[config.mk]
export PLATFORM = sky130hd
export DESIGN_NAME = coherence_controller
export DESIGN_NICKNAME = d
export VERILOG_FILES = /design/src/rtl/coherence_controller.sv
export SDC_FILE = /design/constraint.sdc
export NUM_CORES = 1
export LEC_CHECK = 0
export CAP_MARGIN = 20
export CORE_AREA = 8 8 155 157
export CTS_CLUSTER_DIAMETER = 150
export DETAILED_ROUTE_END_ITERATION = 12
export DIE_AREA = 0 0 163 165
export PLACE_DENSITY = 0.74
export SLEW_MARGIN = 20
export SYNTH_ARGS = -nofsm -noshare
export SYNTH_HDL_FRONTEND = slang
export SYNTH_SLANG_ARGS = --single-unit
export TNS_END_PERCENT = 5
[constraint.sdc]
create_clock -name new_clock -period 3 [get_ports new_clock]
set_input_delay 0.6 -clock new_clock [delete_from_list [all_inputs] [get_ports new_clock]]
set_output_delay 0.6 -clock new_clock [all_outputs]
set_load 0.01 [all_outputs]
[src/rtl/coherence_controller.sv]
// Shared-memory coherence responder: round-robin grants one core's miss or store,
// snoops peers, writes back dirty peer data, and drives the SSRAM and L1 fill path.
module coherence_controller #(
  parameter int N_CORES  = 4,
  parameter int ADDR_W   = 6,
  parameter int DATA_W   = 32,
  parameter int SRAM_LAT = 2
) (
  input  logic                        new_clock,
  input  logic                        reset,
  input  logic [N_CORES-1:0]          mem_req,
  input  logic [N_CORES-1:0]          mem_we,
  input  logic [N_CORES-1:0]          mem_hit,
  input  logic [N_CORES*ADDR_W-1:0]   mem_addr,
  input  logic [N_CORES*DATA_W-1:0]   mem_wd,
  input  logic [N_CORES-1:0]          snoop_dirty,
  input  logic [N_CORES*DATA_W-1:0]   snoop_data,
  output logic [N_CORES-1:0]          stall_me,
  output logic [ADDR_W-1:0]           snoop_addr,
  output logic [N_CORES-1:0]          invalidate,
  output logic [N_CORES-1:0]          fill_valid,
  output logic [DATA_W-1:0]           fill_data,
  output logic [ADDR_W-1:0]           sram_addr,
  output logic [DATA_W-1:0]           sram_wd,
  input  logic [DATA_W-1:0]           sram_rd,
  output logic                        sram_gw,
  output logic                        sram_oe
);
  localparam int CW = $clog2(N_CORES);
  localparam int LW = $clog2(SRAM_LAT + 1);

  typedef enum logic [2:0] {IDLE, SNOOP, WB, READ, WRITE, FILL, DONE} state_t;

  state_t                         state_q, state_d;
  logic [CW-1:0]                  grant_q, rr_ptr_q, pick, peer_d;
  logic [CW:0]                    cand;
  logic                           found, any_dirty;
  logic [N_CORES-1:0]             need, grant_oh, dirty_m;
  logic [N_CORES-1:0][ADDR_W-1:0] addr_v;
  logic [N_CORES-1:0][DATA_W-1:0] wd_v, sdata_v;
  logic [ADDR_W-1:0]              addr_q;
  logic                           we_q;
  logic [DATA_W-1:0]              wd_q;
  logic [LW-1:0]                  rd_cnt_q;

  for (genvar i = 0; i < N_CORES; i++) begin : g_core
    assign need[i]     = mem_req[i] & (~mem_hit[i] | mem_we[i]);
    assign stall_me[i] = need[i] & ~(state_q == DONE && grant_q == CW'(i));
    assign addr_v[i]   = mem_addr[i*ADDR_W +: ADDR_W];
    assign wd_v[i]     = mem_wd[i*DATA_W +: DATA_W];
    assign sdata_v[i]  = snoop_data[i*DATA_W +: DATA_W];
  end

  assign grant_oh = {{(N_CORES-1){1'b0}}, 1'b1} << grant_q;

  // Round-robin: first needing core at or after rr_ptr, wrapping.
  always_comb begin
    found = 1'b0;
    pick  = rr_ptr_q;
    cand  = '0;
    for (int k = 0; k < N_CORES; k++) begin
      cand = {1'b0, rr_ptr_q} + (CW+1)'(k);
      if (cand >= (CW+1)'(N_CORES)) cand = cand - (CW+1)'(N_CORES);
      if (!found && need[cand]) begin
        found = 1'b1;
        pick  = cand[CW-1:0];
      end
    end
  end

  // The requester's own dirty bit is meaningless; lowest-index dirty peer wins.
  always_comb begin
    dirty_m   = snoop_dirty & ~grant_oh;
    any_dirty = |dirty_m;
    peer_d    = '0;
    for (int k = N_CORES-1; k >= 0; k--)
      if (dirty_m[k]) peer_d = CW'(k);
  end

  always_comb begin
    state_d = state_q;
    case (state_q)
      IDLE:    if (found) state_d = SNOOP;
      SNOOP:   state_d = any_dirty ? WB : (we_q ? WRITE : READ);
      WB:      state_d = we_q ? WRITE : FILL;
      READ:    if (rd_cnt_q == LW'(SRAM_LAT-1)) state_d = FILL;
      WRITE:   state_d = FILL;
      FILL:    state_d = DONE;
      DONE:    state_d = IDLE;
      default: state_d = IDLE;
    endcase
  end

  // Outputs are registered from the state being entered, so they line up with it.
  always_ff @(posedge new_clock) begin
    if (reset) begin
      state_q    <= IDLE;
      rr_ptr_q   <= '0;
      grant_q    <= '0;
      addr_q     <= '0;
      we_q       <= 1'b0;
      wd_q       <= '0;
      rd_cnt_q   <= '0;
      snoop_addr <= '0;
      sram_addr  <= '0;
      sram_wd    <= '0;
      fill_data  <= '0;
      sram_gw    <= 1'b1;
      sram_oe    <= 1'b1;
      invalidate <= '0;
      fill_valid <= '0;
    end else begin
      state_q    <= state_d;
      sram_gw    <= ~(state_d == WB || state_d == WRITE);
      sram_oe    <= ~(state_d == READ);
      invalidate <= (state_d == WRITE) ? ~grant_oh : '0;
      fill_valid <= (state_d == FILL) ? grant_oh : '0;
      rd_cnt_q   <= (state_q == READ) ? rd_cnt_q + 1'b1 : '0;
      if (state_q == IDLE && found) begin
        grant_q    <= pick;
        rr_ptr_q   <= (pick == CW'(N_CORES-1)) ? '0 : pick + 1'b1;
        addr_q     <= addr_v[pick];
        we_q       <= mem_we[pick];
        wd_q       <= wd_v[pick];
        snoop_addr <= addr_v[pick];
      end
      if (state_d == WB || state_d == READ || state_d == WRITE || state_d == FILL)
        sram_addr <= addr_q;
      if (state_d == WB) begin
        sram_wd   <= sdata_v[peer_d];
        fill_data <= sdata_v[peer_d];
      end
      if (state_d == WRITE) begin
        sram_wd   <= wd_q;
        fill_data <= wd_q;
      end
      if (state_q == READ && state_d == FILL)
        fill_data <= sram_rd;
    end
  end
endmodule

==> run summary <==
Die Y-Extent - 165 um
via count - 8316
post-synthesis sequential area ratio - 33.9%
pin count of the biggest net entering global routing - 50
DP Wirelength - 27.6 mm
Residual DRC - 0
H-tree depth - 4
compound-gate portion of the synthesized area - 28.1%
Initial Util - 35.2%
Core ar. - 0.0215 mm2
syn_area_per_cell - 8.62 um2
DRT Wirelength - 33.4 mm
yosys warns - 0
Area Growth Syn to Fin - 70.7%
synthesized net count - 1209
Horiz. Die Dim - 163 um
Clk pin slew, worst setup/hold paths - 0.05 ns
wire per inst - 21.3 um
Setup TNS - 0 ns
worst-path fanout max - 15
Port Buf Inserts - 419
Hold WS - 0.423 ns
Vias/cell - 5.30
Final period util - 91.0%
Synth cell types - 57
most common cell after layout, fill and taps aside - clkdlybuf4s50_1
number of synthesized flops with an enable pin - 0
crit end category - flip-flop
Leakage - 4.99 nW
CTS tree - built
post-layout min period - 2.73 ns
PwrDens - 626 mW/mm2
status - finished clean
initial antenna violation count - 1
critical path type - input pin to flip-flop
Worst setup SP type - input pin
Achievable Freq - 0.366 GHz
Iter 0 DRT Violations - 476
global-route wire length before repair - 49.9 mm
synthesis-stage register bit count - 128
vias in the first global route - 8662
gr usage total - 24.0%
clk sinks - 128
Worst-Skew Late Latency - 0.41 ns
FP Rows - 54
die area - 0.0269 mm2
RSZ-0062 raised after global routing - false
predominant post-synthesis flop cell - dfxtp_1
most frequent cells in the layout - clkdlybuf4s50_1, mux2i_1, dfxtp_1
Worst Tran Pin Value - 0.973 ns
max_cap viols - 0
xor-xnor portion of the synthesized cell area - 0.347%
Synth Area in Simple Gates - 13.0%
Nets - 1607
clock root buffer - clkbuf_16
post-synthesis mux area share - 19.1%
Final Max Slew Viols - 0
Antenna Violating Nets Remaining - 0
first-pass detailed-route iteration total - 5
Setup-failing EPs final - 0
number of buffers added for setup after CTS - 0
Post-Synth Adder-Cell Area - 0.165%
layout cells sized above 1 - 6.99%
Worst EP arrival - 2.98 ns
# hold bufs at CTS - 0
clk buf depth - 2
CTS buffer count - 17
Mapped Cells - 878
CP required - 3.25 ns
gpl congestion - 0.915
Synth Cell Area - 0.00757 mm2
Layout Utilization - 60.1%
Final Hold Viols - 0
largest family of logic cells by synthesized area - compound AO/OA/AOI/OAI gates
Post-synth ARST share - 0%
Clock Skews - 0.0101 ns
CTS resizes - 0
GRT overflow - 0
HP Class - flip-flop to flip-flop
relative slew slack - 35.0%
io pins - 420
Peak VDD IR - 369 uV
## final timing paths
check | slack (ns) | start | end | depth (start not counted)
setup / recovery | 0.27 | snoop_dirty[1] | sram_wd[31] | 7
hold reg to reg | 0.42 | rd_cnt_q[0] | rd_cnt_q[0] | 1
setup reg to reg | 0.32 | grant_q[0] | sram_wd[31] | 6
hold / removal | 0.42 | rd_cnt_q[0] | rd_cnt_q[0] | 1
## metal layers
layer | part of all wire [%] | vias up | GRT usage (%)
met2 | 48 | 376 | 40.7
met1 | 40 | 3821 | 28.2
met5 | 0 | - | 0
met3 | 8.6 | 48 | 6.70
met4 | 2.7 | 0 | 9.47
li1 | - | 4071 | -
## layout make-up
class | count | area (um2)
fill | 1908 | 8570
timing repair buffer | 459 | 4680
multi-input combinational | 659 | 4670
sequential | 128 | 2560
clock buffer | 20 | 447
tap | 280 | 350
clock inverter | 11 | 164
inverter | 11 | 41.3
antenna | 1 | 2.50
## power by group
group | leakage [nW] | internal, mW | switching (mW)
sequential | 1.05 | 2.10 | 0.312
combinational | 3.65 | 1.80 | 1.73
clock | 0.296 | 1.40 | 0.743
## metrics by stage
step           cell area (um2)  cells  total power [mW]  setup slack [ns]
3_3_place_gp             12300   1537              5.93            0.0225
6_report                 12900   1569              8.09             0.271
2_1_floorplan             7570    878              4.18             0.640
4_1_cts                  12900   1568              8.16             0.305
5_1_grt                  12900   1569              8.54            0.0555
3_5_place_dp             12300   1537              6.00            -0.128
## Yosys cell counts (15+ instances only)
master,instances,share of area (%)
dfxtp_1,128,34
a211oi_1,17,1.7
a21boi_0,38,3.8
buf_2,29,1.9
mux2i_1,142,19
a21oi_1,29,1.9
o21ai_0,70,4.6
nor2_1,66,3.3
a22oi_1,34,3.4
o2bb2ai_1,15,1.7
nand2_1,70,3.5
o211ai_1,39,3.9
and3_1,40,3.3
clkbuf_1,44,2.2
## logic make-up after synthesis
group | count (synthesis)
AOI/OAI and AO/OA | 303
adders and majority gates | 1
DFF | 128
muxes | 144
and+or+nand+nor | 208
xor gates and xnor gates | 3
buffers and inverters | 91
## worst max-delay path, cell delays in order
cell,delay [ns]
clkdlybuf4s50_1,0.59
nand2b_1,0.21
o32ai_4,0.12
o211ai_4,0.26
a21o_1,0.48
nor2_1,0.16
a2111oi_0,0.54
## sequential cells by signal (all words and copies together) (netlist names), 3 cells and up
| signal | count |
|---|---|
| sram_wd | 32 |
| invalidate | 4 |
| sram_addr | 6 |
| wd_q | 32 |
| fill_valid | 4 |
| state_q | 3 |
| addr_q | 6 |
| fill_data | 32 |
Power figures use the tool's default switching activity.
